### src/rtl/cmd_seq_checker_pkg.sv
// ---------------------------------------------------------------------------
// cmd_seq_pkg
// Shared types and constants for the MazeRunner command sequencer/checker.
//   state_t     : sequencer states
//   fail_code_t : failure classification reported on first_fail_code_o
//   CMD_W       : command word width
//   POS_ACK     : positive-acknowledge byte returned by the robot
//   CAL/HDNG/MOVE/SOLVE : opcodes carried in the top nibble of a command
// No ports.
// ---------------------------------------------------------------------------
package cmd_seq_pkg;

  localparam int         CMD_W   = 16;
  localparam logic [7:0] POS_ACK = 8'hA5;

  localparam logic [3:0] CAL   = 4'h0;
  localparam logic [3:0] HDNG  = 4'h2;
  localparam logic [3:0] MOVE  = 4'h4;
  localparam logic [3:0] SOLVE = 4'h6;

  typedef enum logic [2:0] {
    IDLE,
    ISSUE,
    WAIT_SENT,
    WAIT_RESP,
    NEXT,
    DONE
  } state_t;

  typedef enum logic [1:0] {
    FC_NONE     = 2'b00,
    FC_BAD_RESP = 2'b01,
    FC_TIMEOUT  = 2'b10
  } fail_code_t;

  // Opcode of a MazeRunner command word.
  function automatic logic [3:0] cmdOpcode(input logic [CMD_W-1:0] c);
    return c[CMD_W-1 -: 4];
  endfunction

endpackage

### src/rtl/cmd_seq_checker_slot_mem.sv
// ---------------------------------------------------------------------------
// cmd_slot_mem
// DEPTH x (CMD_W+TMO_W) register array holding {command, timeout} per slot.
// One synchronous write port, one combinational read port. Not reset.
//   clk_i    : clock
//   we_i     : write enable
//   waddr_i  : write slot index
//   wdata_i  : {command, timeout} to store
//   raddr_i  : read slot index
//   rdata_o  : {command, timeout} of slot raddr_i
// ---------------------------------------------------------------------------
module cmd_slot_mem
  import cmd_seq_pkg::*;
#(
  parameter  int DEPTH = 8,
  parameter  int TMO_W = 24,
  localparam int AW    = $clog2(DEPTH),
  localparam int WIDTH = CMD_W + TMO_W
) (
  input  logic             clk_i,
  input  logic             we_i,
  input  logic [AW-1:0]    waddr_i,
  input  logic [WIDTH-1:0] wdata_i,
  input  logic [AW-1:0]    raddr_i,
  output logic [WIDTH-1:0] rdata_o
);

  logic [WIDTH-1:0] mem_q [DEPTH];

  // Slot contents survive reset so a loaded script can be rerun after a reset.
  always_ff @(posedge clk_i) begin
    if (we_i) begin
      mem_q[waddr_i] <= wdata_i;
    end
  end

  assign rdata_o = mem_q[raddr_i];

endmodule

### config.mk
export PLATFORM = sky130hd
export DESIGN_NAME = cmd_slot_mem
export DESIGN_NICKNAME = d
export VERILOG_FILES = /design/src/rtl/cmd_seq_checker_pkg.sv /design/src/rtl/cmd_seq_checker_slot_mem.sv
export SDC_FILE = /design/constraint.sdc
export NUM_CORES = 1
export LEC_CHECK = 0
export BUFFER_PORTS_ARGS = -buffer_cell sky130_fd_sc_hd__buf_4
export CAP_MARGIN = 30
export CORE_MARGIN = 4
export CORE_UTILIZATION = 40
export CTS_CLUSTER_DIAMETER = 40
export DETAILED_ROUTE_END_ITERATION = 6
export SKIP_CTS_REPAIR_TIMING = 1
export SYNTH_ARGS = -nofsm -noshare
export SYNTH_HDL_FRONTEND = slang
export SYNTH_SLANG_ARGS = --single-unit
### constraint.sdc
create_clock -name clk_i -period 4.9 [get_ports clk_i]
set_input_delay 0.49 -clock clk_i [delete_from_list [all_inputs] [get_ports clk_i]]
set_output_delay 0.49 -clock clk_i [all_outputs]
set_load 0.02 [all_outputs]
# [Yosys cells after proc, flatten, opt, wreduce, memory -nomap -nowiden]
# Memories as Yosys holds them, arrays and structs flattened.
# Index checks and enable logic that the tools add are counted.
[totals] n_memories=1 word_cells=3 reg_bits=0 output_inout_bits=40 ram_bits=320
[classes] n_mux=2
[mem_list] memory="mem_q" words=8 word_bits=40 rd=1 rd_clocked_by_memory_dff=0 wr=1 line_no="cmd_seq_checker_slot_mem.sv:28" source="logic [WIDTH-1:0] mem_q [DEPTH];"
[op_table] op="1-bit two-way mux" count=2

# [Depth between registers and ports, before layout]
[logic_depth] word_depth=2 mapped_depth=4

# [Worst setup path after synthesis]
# Ideal clock, no wire load.
[synth_path] kind="input port to flip-flop" startpoint="input waddr_i[2]" endpoint="memory mem_q[0][0] (netlist bit), enable pin" n_path_buf=0 setup_ps=487 path_slack_ps=1001 required_ps=4413 path_stages=2 t_arrival_ps=3412 cell_sequence="nand2b_1 -> nor3_1"
[synth_lines] element="start, declared" line_no="cmd_seq_checker_slot_mem.sv:22" source="input logic [AW-1:0] waddr_i,"
[synth_lines] element="end, declared" line_no="cmd_seq_checker_slot_mem.sv:28"
# Straight into the memory's write port.

# [Final worst setup path]
[layout_path] startpoint="input raddr_i[0]" endpoint="output rdata_o[29]"
[layout_via] elab_chain_len=1
[layout_rtl] element="start, declared" line_no="cmd_seq_checker_slot_mem.sv:24" source="input logic [AW-1:0] raddr_i,"
[layout_rtl] element="memory read 8 x 40 bit"
[layout_rtl] element="end, declared" line_no="cmd_seq_checker_slot_mem.sv:25" source="output logic [WIDTH-1:0] rdata_o"
# No other way between the ends.

==> flow_summary.html <==
<table>
<tr><th>Metric</th><th>Value</th></tr>
<tr><th colspan="2">Synth</th></tr>
<tr><td>Synthesized netlist net count</td><td>523</td></tr>
<tr><td>Mapped Cells</td><td>475</td></tr>
<tr><td>Count of distinct cell types in the synthesized netlist</td><td>9</td></tr>
<tr><td>Post-synthesis sequential area ratio</td><td>0.7768</td></tr>
<tr><td>Synthesis Warnings</td><td>0</td></tr>
<tr><td>Area of the mapped netlist</td><td>0.01237 mm²</td></tr>
<tr><td>Flop and latch count out of synthesis</td><td>320</td></tr>
<tr><td>Mapped Avg Cell Area</td><td>26.04 µm²</td></tr>
<tr><th colspan="2">Final layout</th></tr>
<tr><td>Register name with the most flops</td><td>mem_q</td></tr>
<tr><td>Largest registers ranked by flip-flop count</td><td>mem_q (320)</td></tr>
<tr><td>Multi-input gate area in the final layout</td><td>0.002666 mm²</td></tr>
<tr><td>Layout overhead on the synthesized area</td><td>21.87%</td></tr>
<tr><td>Layout cell share with drive strength beyond 1</td><td>0.3492</td></tr>
<tr><td>N_diodes</td><td>0</td></tr>
<tr><td>Number of nets in the layout</td><td>647</td></tr>
<tr><td>Fillcell total</td><td>2468</td></tr>
<tr><td>Number of flip-flops in the largest register</td><td>320</td></tr>
<tr><td>Area of all sequential standard cells</td><td>0.009609 mm²</td></tr>
<tr><th colspan="2">Setup path</th></tr>
<tr><td>Worst Path Max Fanout</td><td>47</td></tr>
<tr><td>Crit-path most repeated cell</td><td>sky130_fd_sc_hd__buf_4</td></tr>
<tr><td>Maximum single-stage delay on the critical path</td><td>0.60 ns</td></tr>
<tr><td>Setup crit start kind</td><td>primary input</td></tr>
<tr><td>CP Capture Type</td><td>output port</td></tr>
<tr><td>Worst path cell trace</td><td>buf_4 &gt; buf_4 &gt; mux4_1 &gt; mux2_2 &gt; buf_4</td></tr>
<tr><td>Worst setup path startpoint</td><td>raddr_i[0]</td></tr>
<tr><td>Critical path class</td><td>primary input to output port</td></tr>
<tr><td>End of the critical path</td><td>rdata_o[29]</td></tr>
<tr><td>Critical path required time</td><td>4.41 ns</td></tr>
<tr><td>Arrival time at the worst endpoint</td><td>2.63 ns</td></tr>
<tr><td>Slowest cell on the critical path</td><td>sky130_fd_sc_hd__mux4_1</td></tr>
<tr><th colspan="2">Place</th></tr>
<tr><td>Detailed Place HPWL</td><td>13430 µm</td></tr>
<tr><td>Total of buffers placed on input and output ports</td><td>87</td></tr>
<tr><td>Weighted congestion at the end of routability-driven global placement</td><td>0.6792</td></tr>
<tr><th colspan="2">Power and ir drop</th></tr>
<tr><td>Pwr Density</td><td>442.9 mW/mm²</td></tr>
<tr><td>Worst VDD drop</td><td>0.0002615 V</td></tr>
<tr><td>Pleak</td><td>5.165 nW</td></tr>
<tr><td>Post-layout power</td><td>6.677 mW</td></tr>
<tr><th colspan="2">Drt</th></tr>
<tr><td>Routed wire per std cell</td><td>23.62 µm</td></tr>
<tr><td>Wirelength, routed</td><td>24240 µm</td></tr>
<tr><td>Total number of vias</td><td>5415</td></tr>
<tr><td>Number of DRC violations after detailed-routing iteration 0</td><td>318</td></tr>
<tr><td>Number of detailed-route iterations in the first pass</td><td>4</td></tr>
<tr><td>Number of nets still failing antenna checks after routing</td><td>0</td></tr>
<tr><td>Vias/cell</td><td>5.278</td></tr>
<tr><td>DRC</td><td>0</td></tr>
<tr><th colspan="2">Timing</th></tr>
<tr><td>Pin slew with the least headroom to its limit</td><td>0.7906 ns</td></tr>
<tr><td>Maximum frequency from static timing analysis</td><td>320.9 MHz</td></tr>
<tr><td>Setup TNS Final</td><td>0 ns</td></tr>
<tr><td>Final setup violation count</td><td>0</td></tr>
<tr><td>Unrepaired setup endpoints after global routing</td><td>no</td></tr>
<tr><td>Slew Limit Headroom</td><td>0.4729</td></tr>
<tr><td>Final Hold Violating Endpoints</td><td>0</td></tr>
<tr><td>Final min period</td><td>3.117 ns</td></tr>
<tr><td>Number of pins exceeding their max-slew limit in the final report</td><td>0</td></tr>
<tr><td>Share of the clock period used by the worst path</td><td>0.6360</td></tr>
<tr><th colspan="2">Hold path</th></tr>
<tr><td>Class of the most critical hold timing path</td><td>primary input to flip-flop</td></tr>
<tr><th colspan="2">Status</th></tr>
<tr><td>Run status</td><td>complete, no violations</td></tr>
<tr><th colspan="2">Global route</th></tr>
<tr><td>Global-route usage over all layers</td><td>0.1433</td></tr>
<tr><td>Leftover overflow at the end of global routing</td><td>0</td></tr>
<tr><td>Pin count of the biggest net entering global routing</td><td>48</td></tr>
<tr><td>Wire length of the first global-routing pass</td><td>36260 µm</td></tr>
<tr><td>Number of global-route vias before repair</td><td>5803</td></tr>
<tr><td>Number of antenna violations at the first check in global routing</td><td>1</td></tr>
<tr><th colspan="2">Flow run</th></tr>
<tr><td>Number of maximum-capacitance violations</td><td>0</td></tr>
<tr><th colspan="2">Clocking</th></tr>
<tr><td>Clock H-tree levels</td><td>2</td></tr>
<tr><td>Register clock-pin slew on the reported worst setup and hold paths</td><td>0.07 ns</td></tr>
<tr><td>Buffer type at the clock tree root</td><td>sky130_fd_sc_hd__clkbuf_16</td></tr>
<tr><td>CTS buffer count</td><td>42</td></tr>
<tr><td>TritonCTS clock tree</td><td>built</td></tr>
<tr><td>Number of buffers between clock root and the deepest sink</td><td>3</td></tr>
<tr><td>Number of clock sinks seen by CTS</td><td>320</td></tr>
<tr><th colspan="2">Floorplanning</th></tr>
<tr><td>Initial core utilization</td><td>0.4044</td></tr>
<tr><td>Total die area</td><td>0.03380 mm²</td></tr>
<tr><td>Std-Cell Core Area</td><td>0.03059 mm²</td></tr>
<tr><td>Floorplan die height</td><td>183.9 µm</td></tr>
<tr><td>Number of standard-cell rows in the floorplan</td><td>64</td></tr>
<tr><td>Top-level port count</td><td>88</td></tr>
<tr><td>Overall die width</td><td>183.9 µm</td></tr>
</table>
-- where the power goes --
part           total [mW]  internal (mW)  leakage [nW]  switching (mW)
Clock                3.16           1.98         0.720            1.18
Sequential           3.12           3.11          2.91          0.0170
Combinational       0.389          0.182          1.54           0.207
-- cells in the mapped netlist --
library cell	instances	area [µm²]
sky130_fd_sc_hd__edfxtp_1	320	9609
sky130_fd_sc_hd__mux4_1	80	2102
sky130_fd_sc_hd__mux2_2	40	450.4
sky130_fd_sc_hd__clkbuf_1	13	48.80
sky130_fd_sc_hd__buf_6	9	101.4
sky130_fd_sc_hd__nor2_1	6	22.52
sky130_fd_sc_hd__nand2b_1	3	18.77
sky130_fd_sc_hd__nand2_1	2	7.510
sky130_fd_sc_hd__nor3_1	2	10.01
-- through the flow --
stage / utilization / instances / instance area [µm²] / setup slack (ns) / hold WS (ns)
after floorplan: - / 475 / 12370 / 1.001 / 0.5889
after global placement: 0.4413 / 946 / 13500 / 1.762 / 0.7144
after detailed placement: 0.4448 / 951 / 13610 / 1.735 / 0.7255
after CTS: 0.4928 / 1026 / 15080 / 1.738 / 0.1693
after global routing: 0.4928 / 1026 / 15080 / 1.680 / 0.1723
final: 0.4928 / 1026 / 15080 / 1.783 / 0.1925
-- worst min path at each step --
stage	start	end	slack, ns	depth (start not counted)
6_report	wdata_i[2]	mem_q[4][2]$_DFFE_PP_	0.19	1
5_1_grt	wdata_i[5]	mem_q[2][5]$_DFFE_PP_	0.17	1
4_1_cts	wdata_i[2]	mem_q[4][2]$_DFFE_PP_	0.17	1
3_5_place_dp	wdata_i[37]	mem_q[1][37]$_DFFE_PP_	0.73	1
3_3_place_gp	wdata_i[23]	mem_q[3][23]$_DFFE_PP_	0.71	1
2_1_floorplan	wdata_i[0]	mem_q[0][0]$_DFFE_PP_	0.59	0
-- logic make-up (layout without fill, tap and decap cells) --
family | count (synthesis) | count (layout) | share of synthesized area
buf+inv | 22 | 177 | 0.01214
simple gates | 13 | 13 | 0.004754
mux | 120 | 120 | 0.2063
flops | 320 | 320 | 0.7768
-- worst max-delay path: cells and delay by family --
| family | cells | cell delay (ns) |
|---|---|---|
| buffers and inverters | 3 | 1.19 |
| multiplexers | 2 | 0.91 |
-- per-layer routing --
| metal | vias up | wire (µm) | share of wire | track usage |
|---|---|---|---|---|
| met5 | - | 12 | 0.00050 | 0 |
| met4 | 2 | 401 | 0.017 | 0.03401 |
| met3 | 38 | 1087 | 0.045 | 0.03008 |
| met2 | 122 | 12780 | 0.53 | 0.2529 |
| met1 | 2863 | 9949 | 0.41 | 0.1830 |
| li1 | 2390 | - | - | - |
-- placed cells by master (no fill, tap or decap) --
master                       Yosys  final
sky130_fd_sc_hd__mux2_2         40     40
sky130_fd_sc_hd__clkinv_8        0      1
sky130_fd_sc_hd__nor3_2          0      2
sky130_fd_sc_hd__clkinvlp_4      0      1
sky130_fd_sc_hd__buf_12          0      4
sky130_fd_sc_hd__clkinv_4        0      3
sky130_fd_sc_hd__nand2_1         2      2
sky130_fd_sc_hd__nor2_4          0      6
sky130_fd_sc_hd__inv_6           0      9
sky130_fd_sc_hd__nand2b_1        3      3
sky130_fd_sc_hd__bufinv_16       0      7
sky130_fd_sc_hd__buf_4           0     97
sky130_fd_sc_hd__clkbuf_1       13      2
sky130_fd_sc_hd__edfxtp_1      320    320
sky130_fd_sc_hd__clkbuf_16       0     42
sky130_fd_sc_hd__buf_16          0      1
sky130_fd_sc_hd__inv_8           0      4
sky130_fd_sc_hd__clkinv_1        0      3
sky130_fd_sc_hd__clkinv_2        0      3
sky130_fd_sc_hd__mux4_1         80     80
-- layout make-up --
type	instances	area share
clock buffers	44	0.07021
repair buffers	102	0.05544
well taps	396	0.03287
flip-flops and latches	320	0.6374
clock inverters	31	0.02722
multi-input cells	133	0.1769
Note: power is estimated with default switching activity, not from simulation.
